<file path="src/rtl/lsu_pkg.sv">
// Shared types and helpers for the load/store unit.
// Contents:
//   lsu_state_e     - unit FSM states
//   lsu_err_e       - response error codes (value is driven on resp_err)
//   F3_*            - RISC-V funct3 codes for the memory access sizes
//   lsu_decode_err  - funct3 legality and alignment check (range is checked by the top)
//   lsu_store_be    - byte enables for a store of the given size and byte offset
package lsu_pkg;

    typedef enum logic [1:0] {
        IDLE   = 2'd0,
        ACCESS = 2'd1,
        WAIT   = 2'd2,
        RESP   = 2'd3
    } lsu_state_e;

    typedef enum logic [1:0] {
        ERR_NONE     = 2'd0,
        ERR_MISALIGN = 2'd1,
        ERR_FUNCT3   = 2'd2,
        ERR_RANGE    = 2'd3
    } lsu_err_e;

    localparam logic [2:0] F3_B  = 3'b000;
    localparam logic [2:0] F3_H  = 3'b001;
    localparam logic [2:0] F3_W  = 3'b010;
    localparam logic [2:0] F3_BU = 3'b100;
    localparam logic [2:0] F3_HU = 3'b101;

    // Illegal funct3 outranks misalignment.
    function automatic lsu_err_e lsu_decode_err(input logic       is_store,
                                                input logic [2:0] funct3,
                                                input logic [1:0] addr_lo);
        logic legal;
        if (is_store)
            legal = (funct3 == F3_B) || (funct3 == F3_H) || (funct3 == F3_W);
        else
            legal = (funct3 == F3_B)  || (funct3 == F3_H) || (funct3 == F3_W) ||
                    (funct3 == F3_BU) || (funct3 == F3_HU);
        if (!legal)
            return ERR_FUNCT3;
        if ((funct3[1:0] == 2'b01) && addr_lo[0])
            return ERR_MISALIGN;
        if ((funct3[1:0] == 2'b10) && (addr_lo != 2'b00))
            return ERR_MISALIGN;
        return ERR_NONE;
    endfunction

    function automatic logic [3:0] lsu_store_be(input logic [2:0] funct3,
                                                input logic [1:0] addr_lo);
        case (funct3[1:0])
            2'b00:   return 4'b0001 << addr_lo;
            2'b01:   return 4'b0011 << {addr_lo[1], 1'b0};
            default: return 4'b1111;
        endcase
    endfunction

endpackage

</file>
<file path="src/rtl/load_store_unit_if.sv">
// Request/response handshake bundle between the pipeline and the load/store unit.
// Parameter: TAG_W - destination-register tag width.
// Signals:
//   req_valid/req_ready       - request handshake (pipeline -> unit)
//   req_is_store, req_funct3, req_addr, req_wdata, req_tag - request payload
//   resp_valid/resp_ready     - response handshake (unit -> writeback)
//   resp_tag, resp_data, resp_err                          - response payload
// Modports: slave = the load/store unit, master = the pipeline side.
interface load_store_unit_if #(
    parameter int TAG_W = 5
);
    logic             req_valid;
    logic             req_ready;
    logic             req_is_store;
    logic [2:0]       req_funct3;
    logic [31:0]      req_addr;
    logic [31:0]      req_wdata;
    logic [TAG_W-1:0] req_tag;

    logic             resp_valid;
    logic             resp_ready;
    logic [TAG_W-1:0] resp_tag;
    logic [31:0]      resp_data;
    logic [1:0]       resp_err;

    modport slave (
        input  req_valid, req_is_store, req_funct3, req_addr, req_wdata, req_tag,
        output req_ready,
        output resp_valid, resp_tag, resp_data, resp_err,
        input  resp_ready
    );

    modport master (
        output req_valid, req_is_store, req_funct3, req_addr, req_wdata, req_tag,
        input  req_ready,
        input  resp_valid, resp_tag, resp_data, resp_err,
        output resp_ready
    );
endinterface

</file>
<file path="src/rtl/lsu_load_align.sv">
// Combinational load-lane selection and extension.
// Ports:
//   rdata   in  32  raw memory word
//   addr_lo in  2   byte offset within the word
//   funct3  in  3   load funct3 (bit 2 = unsigned, bits 1:0 = size)
//   data    out 32  extended load result
module lsu_load_align (
    input  logic [31:0] rdata,
    input  logic [1:0]  addr_lo,
    input  logic [2:0]  funct3,
    output logic [31:0] data
);
    logic [7:0]  lane_b;
    logic [15:0] lane_h;

    always_comb begin
        case (addr_lo)
            2'd0:    lane_b = rdata[7:0];
            2'd1:    lane_b = rdata[15:8];
            2'd2:    lane_b = rdata[23:16];
            default: lane_b = rdata[31:24];
        endcase
        lane_h = addr_lo[1] ? rdata[31:16] : rdata[15:0];

        case (funct3[1:0])
            2'b00:   data = {{24{~funct3[2] & lane_b[7]}}, lane_b};
            2'b01:   data = {{16{~funct3[2] & lane_h[15]}}, lane_h};
            default: data = rdata;
        endcase
    end
endmodule

</file>
<file path="src/rtl/load_store_unit.sv">
// Load/store unit: initiator side of the synchronous data-memory port.
// Accepts one request at a time, checks funct3/alignment/range, performs the
// memory access and returns an extended load result or a store ack.
// Parameters: DMEM_BYTES (memory size, addresses >= fault), TAG_W (tag width).
// Ports:
//   clk, rst_n                   - clock, asynchronous active-low reset
//   bus (load_store_unit_if.slave) - request/response handshakes
//   mem_addr/mem_wdata/mem_we/mem_re out - registered memory command
//   mem_rdata in                 - read data, valid the cycle after mem_re
//   perf_loads/perf_stores/perf_errors out - only when LSU_PERF_CNT_EN is defined
// Optional feature macro: LSU_PERF_CNT_EN.
module load_store_unit
    import lsu_pkg::*;
#(
    parameter int DMEM_BYTES = 16384,
    parameter int TAG_W      = 5
) (
    input  logic                 clk,
    input  logic                 rst_n,
    load_store_unit_if.slave     bus,
    output logic [31:0]          mem_addr,
    output logic [31:0]          mem_wdata,
    output logic [3:0]           mem_we,
    output logic                 mem_re,
    input  logic [31:0]          mem_rdata
`ifdef LSU_PERF_CNT_EN
    ,
    output logic [31:0]          perf_loads,
    output logic [31:0]          perf_stores,
    output logic [31:0]          perf_errors
`endif
);
    lsu_state_e       state_q, state_d;

    logic             is_store_q, is_store_d;
    logic [2:0]       funct3_q, funct3_d;
    logic [1:0]       addr_lo_q, addr_lo_d;
    logic [TAG_W-1:0] tag_q, tag_d;

    logic [31:0]      mem_addr_q, mem_addr_d;
    logic [31:0]      mem_wdata_q, mem_wdata_d;
    logic [3:0]       mem_we_q, mem_we_d;
    logic             mem_re_q, mem_re_d;

    logic             resp_valid_q, resp_valid_d;
    logic [TAG_W-1:0] resp_tag_q, resp_tag_d;
    logic [31:0]      resp_data_q, resp_data_d;
    lsu_err_e         resp_err_q, resp_err_d;

    lsu_err_e         req_err;
    logic [31:0]      load_data;

    lsu_load_align u_load_align (
        .rdata   (mem_rdata),
        .addr_lo (addr_lo_q),
        .funct3  (funct3_q),
        .data    (load_data)
    );

    always_comb begin
        req_err = lsu_decode_err(bus.req_is_store, bus.req_funct3, bus.req_addr[1:0]);
        if ((req_err == ERR_NONE) && (bus.req_addr >= 32'(DMEM_BYTES)))
            req_err = ERR_RANGE;
    end

    always_comb begin
        state_d      = state_q;
        is_store_d   = is_store_q;
        funct3_d     = funct3_q;
        addr_lo_d    = addr_lo_q;
        tag_d        = tag_q;
        mem_addr_d   = mem_addr_q;
        mem_wdata_d  = mem_wdata_q;
        mem_we_d     = '0;
        mem_re_d     = 1'b0;
        resp_valid_d = resp_valid_q;
        resp_tag_d   = resp_tag_q;
        resp_data_d  = resp_data_q;
        resp_err_d   = resp_err_q;

        case (state_q)
            IDLE: begin
                if (bus.req_valid) begin
                    is_store_d = bus.req_is_store;
                    funct3_d   = bus.req_funct3;
                    addr_lo_d  = bus.req_addr[1:0];
                    tag_d      = bus.req_tag;
                    if (req_err != ERR_NONE) begin
                        resp_valid_d = 1'b1;
                        resp_err_d   = req_err;
                        resp_data_d  = '0;
                        resp_tag_d   = bus.req_tag;
                        state_d      = RESP;
                    end else begin
                        mem_addr_d = {bus.req_addr[31:2], 2'b00};
                        if (bus.req_is_store) begin
                            mem_we_d = lsu_store_be(bus.req_funct3, bus.req_addr[1:0]);
                            case (bus.req_funct3[1:0])
                                2'b00:   mem_wdata_d = {4{bus.req_wdata[7:0]}};
                                2'b01:   mem_wdata_d = {2{bus.req_wdata[15:0]}};
                                default: mem_wdata_d = bus.req_wdata;
                            endcase
                        end else begin
                            mem_re_d = 1'b1;
                        end
                        state_d = ACCESS;
                    end
                end
            end
            ACCESS: begin
                if (is_store_q) begin
                    resp_valid_d = 1'b1;
                    resp_err_d   = ERR_NONE;
                    resp_data_d  = '0;
                    resp_tag_d   = tag_q;
                    state_d      = RESP;
                end else begin
                    state_d = WAIT;
                end
            end
            WAIT: begin
                resp_valid_d = 1'b1;
                resp_err_d   = ERR_NONE;
                resp_data_d  = load_data;
                resp_tag_d   = tag_q;
                state_d      = RESP;
            end
            RESP: begin
                if (bus.resp_ready) begin
                    resp_valid_d = 1'b0;
                    state_d      = IDLE;
                end
            end
            default: state_d = IDLE;
        endcase
    end

    always_ff @(posedge clk or negedge rst_n) begin
        if (!rst_n) begin
            state_q      <= IDLE;
            is_store_q   <= 1'b0;
            funct3_q     <= '0;
            addr_lo_q    <= '0;
            tag_q        <= '0;
            mem_addr_q   <= '0;
            mem_wdata_q  <= '0;
            mem_we_q     <= '0;
            mem_re_q     <= 1'b0;
            resp_valid_q <= 1'b0;
            resp_tag_q   <= '0;
            resp_data_q  <= '0;
            resp_err_q   <= ERR_NONE;
        end else begin
            state_q      <= state_d;
            is_store_q   <= is_store_d;
            funct3_q     <= funct3_d;
            addr_lo_q    <= addr_lo_d;
            tag_q        <= tag_d;
            mem_addr_q   <= mem_addr_d;
            mem_wdata_q  <= mem_wdata_d;
            mem_we_q     <= mem_we_d;
            mem_re_q     <= mem_re_d;
            resp_valid_q <= resp_valid_d;
            resp_tag_q   <= resp_tag_d;
            resp_data_q  <= resp_data_d;
            resp_err_q   <= resp_err_d;
        end
    end

    assign bus.req_ready  = (state_q == IDLE);
    assign bus.resp_valid = resp_valid_q;
    assign bus.resp_tag   = resp_tag_q;
    assign bus.resp_data  = resp_data_q;
    assign bus.resp_err   = resp_err_q;
    assign mem_addr       = mem_addr_q;
    assign mem_wdata      = mem_wdata_q;
    assign mem_we         = mem_we_q;
    assign mem_re         = mem_re_q;

`ifdef LSU_PERF_CNT_EN
    logic [31:0] perf_loads_q, perf_stores_q, perf_errors_q;

    // A faulting access is counted only as an error, never as a load/store.
    always_ff @(posedge clk or negedge rst_n) begin
        if (!rst_n) begin
            perf_loads_q  <= '0;
            perf_stores_q <= '0;
            perf_errors_q <= '0;
        end else if ((state_q == RESP) && resp_valid_q && bus.resp_ready) begin
            if (resp_err_q != ERR_NONE)
                perf_errors_q <= perf_errors_q + 32'd1;
            else if (is_store_q)
                perf_stores_q <= perf_stores_q + 32'd1;
            else
                perf_loads_q  <= perf_loads_q + 32'd1;
        end
    end

    assign perf_loads  = perf_loads_q;
    assign perf_stores = perf_stores_q;
    assign perf_errors = perf_errors_q;
`endif

endmodule

</file>
<file path="src/flat_wrapper.sv">
// flat-port wrapper written by rule: the top's interface ports become plain ports
module load_store_unit_flat import lsu_pkg::*;
#(
    parameter int DMEM_BYTES = 16384,
    parameter int TAG_W      = 5
)
  (clk, rst_n, mem_addr, mem_wdata, mem_we, mem_re, mem_rdata, bus_req_valid, bus_req_is_store, bus_req_funct3, bus_req_addr, bus_req_wdata, bus_req_tag, bus_req_ready, bus_resp_valid, bus_resp_tag, bus_resp_data, bus_resp_err, bus_resp_ready);
  load_store_unit_if #(.TAG_W(TAG_W)) bus_i ();
  input  logic clk;
  input  logic rst_n;
  output logic [31:0] mem_addr;
  output logic [31:0] mem_wdata;
  output logic [3:0] mem_we;
  output logic mem_re;
  input  logic [31:0] mem_rdata;
  input wire logic [$bits(bus_i.req_valid)-1:0] bus_req_valid;
  input wire logic [$bits(bus_i.req_is_store)-1:0] bus_req_is_store;
  input wire logic [$bits(bus_i.req_funct3)-1:0] bus_req_funct3;
  input wire logic [$bits(bus_i.req_addr)-1:0] bus_req_addr;
  input wire logic [$bits(bus_i.req_wdata)-1:0] bus_req_wdata;
  input wire logic [$bits(bus_i.req_tag)-1:0] bus_req_tag;
  output wire logic [$bits(bus_i.req_ready)-1:0] bus_req_ready;
  output wire logic [$bits(bus_i.resp_valid)-1:0] bus_resp_valid;
  output wire logic [$bits(bus_i.resp_tag)-1:0] bus_resp_tag;
  output wire logic [$bits(bus_i.resp_data)-1:0] bus_resp_data;
  output wire logic [$bits(bus_i.resp_err)-1:0] bus_resp_err;
  input wire logic [$bits(bus_i.resp_ready)-1:0] bus_resp_ready;
  assign bus_i.req_valid = bus_req_valid;
  assign bus_i.req_is_store = bus_req_is_store;
  assign bus_i.req_funct3 = bus_req_funct3;
  assign bus_i.req_addr = bus_req_addr;
  assign bus_i.req_wdata = bus_req_wdata;
  assign bus_i.req_tag = bus_req_tag;
  assign bus_req_ready = bus_i.req_ready;
  assign bus_resp_valid = bus_i.resp_valid;
  assign bus_resp_tag = bus_i.resp_tag;
  assign bus_resp_data = bus_i.resp_data;
  assign bus_resp_err = bus_i.resp_err;
  assign bus_i.resp_ready = bus_resp_ready;
  load_store_unit #(.DMEM_BYTES(DMEM_BYTES), .TAG_W(TAG_W)) u_core (.clk(clk), .rst_n(rst_n), .bus(bus_i), .mem_addr(mem_addr), .mem_wdata(mem_wdata), .mem_we(mem_we), .mem_re(mem_re), .mem_rdata(mem_rdata));
endmodule
</file>
<file path="config.mk">
export PLATFORM = sky130hd
export DESIGN_NAME = load_store_unit_flat
export DESIGN_NICKNAME = d
export VERILOG_FILES = /design/src/rtl/lsu_pkg.sv /design/src/rtl/load_store_unit_if.sv /design/src/rtl/lsu_load_align.sv /design/src/rtl/load_store_unit.sv /design/src/flat_wrapper.sv
export SDC_FILE = /design/constraint.sdc
export NUM_CORES = 1
export LEC_CHECK = 0
export ABC_AREA = 1
export CAP_MARGIN = 15
export CORE_MARGIN = 3
export CORE_UTILIZATION = 25
export DETAILED_ROUTE_END_ITERATION = 10
export HOLD_SLACK_MARGIN = 0.15
export SLEW_MARGIN = 20
export SYNTH_ARGS = -nofsm -noshare
export SYNTH_HDL_FRONTEND = slang
export SYNTH_HIERARCHICAL = 1
export SYNTH_SLANG_ARGS = --single-unit
export TNS_END_PERCENT = 10
</file>
<file path="constraint.sdc">
create_clock -name clk -period 1.8 [get_ports clk]
set_input_delay 0.18 -clock clk [delete_from_list [all_inputs] [get_ports clk]]
set_output_delay 0.18 -clock clk [all_outputs]
set_load 0.005 [all_outputs]
</file>
# ---- Yosys cells after proc, flatten, opt, wreduce, memory -nomap -nowiden
# Cells that the tools add are included.
dict set report classes {
  magnitude_cmp 1
  n_eq_ne 16
  n_shift 2
  mux 48
  n_bitwise 4
  reduce_logical 22
}
# operator count
set op_table {}
lappend op_table {{$pmux 32 s2} 2}
lappend op_table {{$mux 32} 3}
lappend op_table {{$pmux 32 s3} 1}
lappend op_table {{$ge 32x15->1 const B} 1}
lappend op_table {{$mux 2} 13}
lappend op_table {{$pmux 8 s3} 1}
lappend op_table {{$mux 16} 1}
lappend op_table {{$mux 4} 4}
lappend op_table {{$mux 1} 15}
lappend op_table {{$mux 5} 3}
lappend op_table {{$pmux 5 s3} 1}
lappend op_table {{$reduce_and 4->1} 3}
lappend op_table {{$logic_not 2->1} 5}
lappend op_table {{$eq 2x1->1 const B} 4}
lappend op_table {{$eq 2x2->1 const B} 4}
lappend op_table {{$pmux 2 s4} 1}
lappend op_table {{$pmux 4 s2} 1}
lappend op_table {{$eq 3x3->1 const B} 2}
lappend op_table {{$pmux 2 s3} 1}
lappend op_table {{$logic_or 1x1->1} 4}
lappend op_table {{$ne 2x1->1 const B} 2}
lappend op_table {{$ne 2x2->1 const B} 2}
lappend op_table {{$pmux 1 s4} 1}
lappend op_table {{$reduce_and 2->1} 2}
lappend op_table {{other kinds (11)} 16}
dict set report word_totals {
  regBits 120
  in_bits 109
  out_inout_bits 110
}

# ---- Longest topological paths before layout
# Gate-level depths: netlist (run 1).
dict set report depth {
  ltp_word 19
  ltp_mapped 12
  depth_no_buf 10
}

# ---- Cells and area by module
# Netlist (run 1), hierarchy kept.
# module instances cells_per_inst area_per_inst_um2
set modules_own_cells {}
lappend modules_own_cells {load_store_unit 1 609 5253.8}
lappend modules_own_cells {lsu_load_align 1 157 878.3}

# ---- Least setup slack after synthesis (run 1)
# OpenSTA, ideal clock, no wires.
dict set report synth_path {
  path_type {flip-flop to flip-flop}
  start {register u_core.state_q[0]}
  end {register u_core.mem_wdata_q[16] (netlist: u_core/mem_wdata[16])}
  t_arrival_ns 1.547
  t_required_ns 1.683
  slack_ns 0.137
  path_stages_with_launch 11
  n_path_buf 1
  synth_period_minus_slack_ns 1.663
  path_cell_list {dfrtp_1 -> inv_1 -> ha_1 -> nand3_1 -> nor2_2 -> nand2_4 -> nor2_8 -> nand2_4 -> buf_6 -> nand2_1 -> nand2_1}
}
dict set report synth_via {
  elab_chain_cells 2
}
# element line
set synth_lines {}
lappend synth_lines {{start: declaration} load_store_unit.sv:33} ;# lsu_state_e state_q, state_d;
lappend synth_lines {{start signal: assignment} load_store_unit.sv:154} ;# state_q <= state_d;
lappend synth_lines {{$logic_not 2->1} -}
lappend synth_lines {{via bus_req_ready} flat_wrapper.sv:22} ;# output wire logic [$bits(bus_i.req_ready)-1:0] bus_req_ready;
lappend synth_lines {{$reduce_and 4->1 (no source line)} -}
lappend synth_lines {{end signal: assignment} load_store_unit.sv:160} ;# mem_wdata_q <= mem_wdata_d;
lappend synth_lines {{end: declaration} load_store_unit.sv:41} ;# logic [31:0] mem_wdata_q, mem_wdata_d;
# The timed path passes the listed nets, and every way through them passes these cells.
# A chain may end at the register's enable or synchronous reset.

# ---- Final worst setup path (run 1)
dict set report layout_path {
  start {register u_core.state_q[1]}
  end {register u_core.mem_wdata_q[7] (netlist: u_core/mem_wdata[7])}
}
dict set report layout_via {
  elab_chain_cells 2
}
# element line
set layout_lines {}
lappend layout_lines {{$logic_not 2->1} load_store_unit.sv:81} ;# case (state_q)
lappend layout_lines {{$reduce_and 4->1 (no source line)} -}
# Every way passes these cells.

==> metrics.md, run 1 <==
| Metric | Value |
|---|---|
| CP Data Arrival Time | 2.01 ns |
| Cells after Synth | 766 |
| CP max FO | 7 |
| GRT Residual Overflow | 0 |
| CTS Sinks | 120 |
| Finished Layout Cells | 1332 |
| Hold Worst Slack | 0.194 ns |
| Fraction of registers with async set/reset | 1.00 |
| Synth Cell Area | 0.00613 mm² |
| Post-place setup slack | -0.311 ns |
| Pin count of the biggest net entering global routing | 62 |
| Worst Tran Pin Value | 0.796 ns |
| WL per Instance | 15.4 µm |
| Fin. Hold Viols | 0 |
| Drt total wl | 20.5 mm |
| RSZ-0062 raised after global routing | false |
| Row cnt | 56 |
| Slew Viols, Final | 0 |
| CTS Buffer Depth | 2 |
| CTS tree | yes |
| Mean Syn Cell Area | 8.01 µm² |
| Number of distinct library cells after synthesis | 33 |
| Total placed cells including tap cells | 1292 |
| First-pass GRT wire length | 31.7 mm |
| Part of the cycle the worst path needs | 0.947 |
| Crit path launch type | flop |
| Synthesized flop and latch total | 120 |
| Final HPWL DP | 14.6 mm |
| DRT iter0 DRCs | 419 |
| Total Die Area | 0.0264 mm² |
| CTS Buf Count | 17 |
| Filler Cell Count | 2422 |
| All-Layer GR Usage | 0.153 |
| Area of the multi-input gates | 0.00264 mm² |
| Final min period | 1.70 ns |
| Number of global-route vias before repair | 5857 |
| Via count | 5915 |
| Max Cap Viol | 0 |
| Clock root buffer | clkbuf_16 |
| Count of input and output buffers | 216 |
| Ys flop type | dfrtp_1 |
| IO Count | 219 |
| Status | finished, final reports clean |
| Layout area overhead | 54.9% |
| Leakage | 4.69 nW |
| HP Class | input port to asynchronous set/reset pin |
| Critical Path RT | 2.10 ns |
| Initial Util | 0.258 |
| Critical Path End Type | flop |
| Nets | 1113 |
| RePlAce Congestion | 0.912 |
| Reg area | 0.00300 mm² |
| Worst setup margin | 0.0958 ns |
| Final ANT Viol Nets | 0 |
| Clock-pin slew on the worst setup and hold paths | 0.06 ns |
| Drt first pass iters | 7 |
| Core area | 0.0238 mm² |
| Syn. warnings | 6 |
| Clock skew | 0.0164 ns |
| Die height | 163 µm |
| Sequential share of the synthesized area | 0.490 |
| Antenna violations before repair | 1 |
| Ant diodes | 0 |
| Power Density | 1240 mW/mm² |
| Setup CP Type | flop to flop |
| H-tree levels | 4 |
| Most frequent cells in the layout | 340 x nand2_1, 214 x clkdlybuf4s50_1, 120 x dfrtp_1 |
| Commonest non-fill, non-tap cell in the layout | nand2_1 |
| Max Clock Freq | 587 MHz |
| Worst VDD drop | 0.591 mV |
| Drc violations | 0 |
| Layout cells sized above 1 | 0.125 |
| Count of final setup violators | 0 |
| Via/cell ratio | 4.44 |
| Worst-Skew Late Latency | 0.42 ns |
| Die X | 163 µm |
| Max_slew headroom | 0.467 |
| Pwr Total | 11.8 mW |
| Setup_tns | 0 ns |
| EDFF count, synth | 0 |
-- final timing paths --
path	start	end	slack, ns	cells past startpoint
min reg2reg	u_core/mem_addr[13]	u_core/mem_addr[13]	0.47	2
max in group asynchronous	rst_n	u_core/mem_addr[9]	0.98	3
max reg2reg	u_core/state_q[1]	u_core/mem_wdata[7]	0.1	10
min	rst_n	u_core/bus.resp_data[10]	0.19	2
min in group clk	bus_req_addr[11]	u_core/mem_addr[11]	0.30	3
max	u_core/state_q[1]	u_core/mem_wdata[7]	0.1	10
-- through the flow --
step                       util  cell area (µm²)
after floorplan               -             6140
after global placement    0.369             8760
after detailed placement  0.369             8760
after CTS                 0.394             9370
after global routing      0.400             9500
final                     0.400             9500
-- cells by family (layout without fill, tap and decap cells) --
| kind of cell | after synthesis | count (layout) | synth area share |
|---|---|---|---|
| buffers and inverters | 101 | 347 | 0.0855 |
| AOI/OAI and AO/OA | 88 | 88 | 0.0802 |
| adders and majority gates | 4 | 4 | 0.00816 |
| and+or+nand+nor | 442 | 442 | 0.319 |
| DFF | 120 | 120 | 0.490 |
| muxes | 10 | 10 | 0.0173 |
| other | 1 | 2 | 0.000612 |
-- cell usage after synthesis, types with 6 or more instances --
| cell type | count | area [µm²] |
|---|---|---|
| o211ai_1 | 15 | 113 |
| buf_2 | 7 | 35.0 |
| nand3_2 | 21 | 210 |
| dfrtp_1 | 120 | 3000 |
| nor2_2 | 6 | 37.5 |
| buf_6 | 10 | 113 |
| buf_4 | 7 | 52.6 |
| nand2_1 | 340 | 1280 |
| clkbuf_1 | 18 | 67.6 |
| nor2_1 | 20 | 75.1 |
| o21ai_0 | 53 | 265 |
| nand3_1 | 44 | 220 |
| a21oi_1 | 14 | 70.1 |
| inv_1 | 51 | 191 |
-- worst max-delay path, cell delays in order, from the launching register on --
cell and delay, ns:
dfrtp_1 0.40, inv_2 0.10, ha_4 0.16, nand3_2 0.09
nor2_4 0.13, nand2_4 0.08, nor2_8 0.23, nand2_8 0.11
clkbuf_16 0.19, nand2_1 0.05, nand2_1 0.05
-- state kept, by name, summed over array words and instances (netlist names) --
name / count
u_core/mem_wdata: 32
u_core/bus.resp_tag: 5
u_core/bus.resp_err: 2
u_core/mem_re: 1
u_core/tag_q: 5
u_core/addr_lo_q: 2
u_core/mem_we: 4
u_core/is_store_q: 1
u_core/bus.resp_data: 32
u_core/mem_addr: 30
u_core/bus.resp_valid: 1
u_core/funct3_q: 3
u_core/state_q: 2
-- power breakdown --
part,internal (mW),switching [mW],total (mW)
combinational,2.30,2.47,4.77
clock,2.12,1.36,3.48
sequential,3.22,0.338,3.56
total,7.64,4.17,11.8
-- metal layers --
layer,track usage,wire length (µm),part of all wire,vias up
met5,0,20,0.00098,-
met4,0.0411,296,0.014,2
met3,0.0587,2030,0.099,28
met2,0.234,9310,0.46,275
met1,0.202,8790,0.43,2729
li1,-,-,-,2881
-- layout make-up --
type / instances / area share
clock buffers: 19 / 0.0477
clock inverters: 13 / 0.0152
inverters: 56 / 0.0227
multi-input cells: 546 / 0.278
flip-flops and latches: 120 / 0.316
well taps: 319 / 0.0420
repair buffers: 259 / 0.278
-- what timing repair did --
action,in CTS,in global routing
endpoints found under the setup margin,32,70
buffers inserted,0,4
hold buffers,1,0
pin swaps,0,3
gates resized for setup,3,8
hold endpoints to repair,120,0
gates cloned,0,3
(Power assumes the default switching activity.)
==> run 2: changes to the inputs <==
--- a/config.mk
+++ b/config.mk
@@ -11,6 +11,7 @@
 export CORE_UTILIZATION = 25
 export DETAILED_ROUTE_END_ITERATION = 10
 export HOLD_SLACK_MARGIN = 0.15
+export PLACE_DENSITY = 0.48
 export SLEW_MARGIN = 20
 export SYNTH_ARGS = -nofsm -noshare
 export SYNTH_HDL_FRONTEND = slang
==> run 2 against run 1 <==
Worst hold slack better by 0.071 ns; first-iteration DRC count is 44% lower; sequential share of layout area is 0.063 points higher; core utilization is 0.079 points lower; clock-buffer cell count is 2 lower; via count is 3.8% lower; clock power is 2% lower; sequential power hardly changed; critical path type unchanged; critical endpoint is now u_core/mem_wdata[13]; total power is 0.15% lower; register-to-register slack better by 0.09 ns; non-clock buffer count is 1 higher.
==> metrics.md, run 2 (synthesis results as in run 1) <==
| Metric | Value |
|---|---|
| Status | finished, final reports clean (unchanged) |
| Sw Pwr | 4.27 mW (was 4.17 mW) |
| Max_slew headroom | 0.609 (was 0.467) |
| RePlAce Congestion | 0.835 (was 0.912) |
| Clock-pin slew on the worst setup and hold paths | 0.06 ns (about the same) |
| Total placed cells including tap cells | 1299 (was 1292) |
| Total Die Area | 0.0264 mm² (unchanged) |
| CTS tree | yes (unchanged) |
| Pin count of the biggest net entering global routing | 42 (was 62) |
| DRT iter0 DRCs | 235 (was 419) |
| Layout area overhead | 54.6% (was 54.9%) |
| WL met3 | 1.80 mm (was 2.03 mm) |
| Finished Layout Cells | 1333 (was 1332) |
| Filler Cell Count | 2423 (was 2422) |
| Antenna violations before repair | 1 (unchanged) |
| All-Layer GR Usage | 0.154 (was 0.153) |
| Max Clock Freq | 619 MHz (was 587 MHz) |
| CTS Buffer Depth | 2 (unchanged) |
| Worst Tran Pin Value | 0.586 ns (was 0.796 ns) |
| Drt first pass iters | 4 (was 7) |
| CTS Buf Count | 17 (unchanged) |
| Part of the cycle the worst path needs | 0.898 (was 0.947) |
| Critical Path End Type | flop (unchanged) |
| CP max FO | 18 (was 7) |
| DR top layer | met5 (unchanged) |
| Worst path cell trace | inv_2 -> ha_4 -> nand3_1 -> nor2_2 -> nand2_4 -> nor2_8 -> nand2_4 -> buf_12 -> nand2_1 -> nand2_1 (was inv_2 -> ha_4 -> nand3_2 -> nor2_4 -> nand2_4 -> nor2_8 -> nand2_8 -> clkbuf_16 -> nand2_1 -> nand2_1) |
| Final HPWL DP | 14.9 mm (was 14.6 mm) |
| Die height | 163 µm (unchanged) |
| Routed wl met2 | 8.93 mm (was 9.31 mm) |
| Crit path launch type | flop (unchanged) |
| Row cnt | 56 (unchanged) |
| Final instance area | 0.00948 mm² (was 0.00950 mm²) |
| Worst VDD drop | 0.523 mV (was 0.591 mV) |
| Fin. Hold Viols | 0 (unchanged) |
| Commonest non-fill, non-tap cell in the layout | nand2_1 (unchanged) |
| H-tree levels | 4 (unchanged) |
| Core area | 0.0238 mm² (unchanged) |
| Clock share of power | 0.290 (was 0.295) |
| CP Data Arrival Time | 1.92 ns (was 2.01 ns) |
| Worst-Skew Late Latency | 0.42 ns (about the same) |
| Max Cap Viol | 0 (unchanged) |
| Drt total wl | 20.1 mm (was 20.5 mm) |
| Worst path slowest cell | dfrtp_1 (unchanged) |
| HP Class | input port to asynchronous set/reset pin (unchanged) |
| GRT Residual Overflow | 0 (unchanged) |
| Layout cells sized above 1 | 0.126 (was 0.125) |
| Switching share of power | 0.362 (was 0.353) |
| Slew Viols, Final | 0 (unchanged) |
| Setup CP Type | flop to flop (unchanged) |
| Power Density | 1240 mW/mm² (about the same) |
| Critical Path RT | 2.10 ns (about the same) |
| Drc violations | 0 (unchanged) |
| IO Count | 219 (unchanged) |
| Count of input and output buffers | 216 (unchanged) |
| Number of global-route vias before repair | 5833 (was 5857) |
| Post-DP Area | 0.00886 mm² (was 0.00876 mm²) |
| Gate power share | 0.408 (was 0.404) |
| Crit-path max cell delay | 0.40 ns (about the same) |
| Clock skew | 0.0182 ns (was 0.0164 ns) |
| First-pass GRT wire length | 31.9 mm (was 31.7 mm) |
| Cell-internal power | 7.53 mW (was 7.64 mW) |
| RSZ-0062 raised after global routing | false (unchanged) |
| Die X | 163 µm (unchanged) |
| WL per Instance | 15.1 µm (was 15.4 µm) |
| M1 WL | 9.24 mm (was 8.79 mm) |
| CTS Sinks | 120 (unchanged) |
| Leakage | 4.70 nW (was 4.69 nW) |
| Ant diodes | 0 (unchanged) |
| Via/cell ratio | 4.27 (was 4.44) |
| Pwr Total | 11.8 mW (about the same) |
| Nets | 1114 (was 1113) |
| Via count | 5692 (was 5915) |
| Reg power frac | 0.302 (about the same) |
| Final ANT Viol Nets | 0 (unchanged) |
| Count of final setup violators | 0 (unchanged) |
| Most frequent cells in the layout | 340 x nand2_1, 214 x clkdlybuf4s50_1, 120 x dfrtp_1 (unchanged) |
| Final min period | 1.62 ns (was 1.70 ns) |
| Initial Util | 0.258 (unchanged) |
| Clock root buffer | clkbuf_16 (unchanged) |
run 2: final cells by class:
type,count,area (µm²),share of cell area
flip-flops and latches,120,3000,0.317
repair buffers,260,2660,0.280
multi-input cells,546,2620,0.277
clock buffers,17,425,0.0449
well taps,319,399,0.0421
inverters,56,213,0.0224
clock inverters,15,156,0.0165
run 2: worst max-delay path: cells and delay by family, from the launching register on:
kind | cells | cell delay [ns]
flip-flops | 1 | 0.40
buffers and inverters | 2 | 0.27
AND/OR/NAND/NOR | 7 | 0.68
adder cells (fa/ha/maj) | 1 | 0.16
run 2: power by group through the flow:
stage                     registers, mW  logic, mW  clock network (mW)
final                              3.56       4.81                3.42
after global routing               3.64       5.38                3.66
after CTS                          3.57       4.92                3.54
after detailed placement           3.61       4.82                   0
after global placement             3.60       4.80                   0
after floorplan                    3.56       2.76                   0
run 2: worst paths after layout:
path,cells past startpoint,start,slack (ns),to
worst min-delay path,2,rst_n,0.27,u_core/bus.resp_data[4]
min in group clk,3,bus_req_addr[8],0.29,u_core/mem_addr[8]
max in group asynchronous,3,rst_n,0.96,u_core/mem_wdata[10]
worst max register to register,10,u_core/state_q[1],0.18,u_core/mem_wdata[13]
worst min register to register,2,u_core/mem_addr[21],0.46,u_core/mem_addr[21]
worst max-delay path,10,u_core/state_q[1],0.18,u_core/mem_wdata[13]
run 2: what timing repair did:
action | in CTS | in global routing
pin swaps | 0 | 0
hold buffers | 1 | 0
resized for setup | 5 | 1
endpoints found under the setup margin | 1 | 1
hold endpoints to repair | 120 | 0
cloned | 0 | 0
setup buffers | 1 | 0
run 2: metal layers:
metal / GRT usage / up-vias
met5: 0 / -
met4: 0.0358 / 2
met1: 0.202 / 2603
met2: 0.239 / 184
met3: 0.0621 / 12
li1: - / 2891
run 2: stage by stage:
stage          hold WS (ns)   util  setup TNS [ns]  setup WS, ns
6_report              0.265  0.399               0         0.183
5_1_grt               0.273  0.399               0        0.0545
4_1_cts               0.268  0.399               0         0.161
3_5_place_dp          0.146  0.373          -10.54        -0.187
3_3_place_gp          0.145  0.373           -8.34        -0.141
2_1_floorplan        -0.116      -               0         0.137
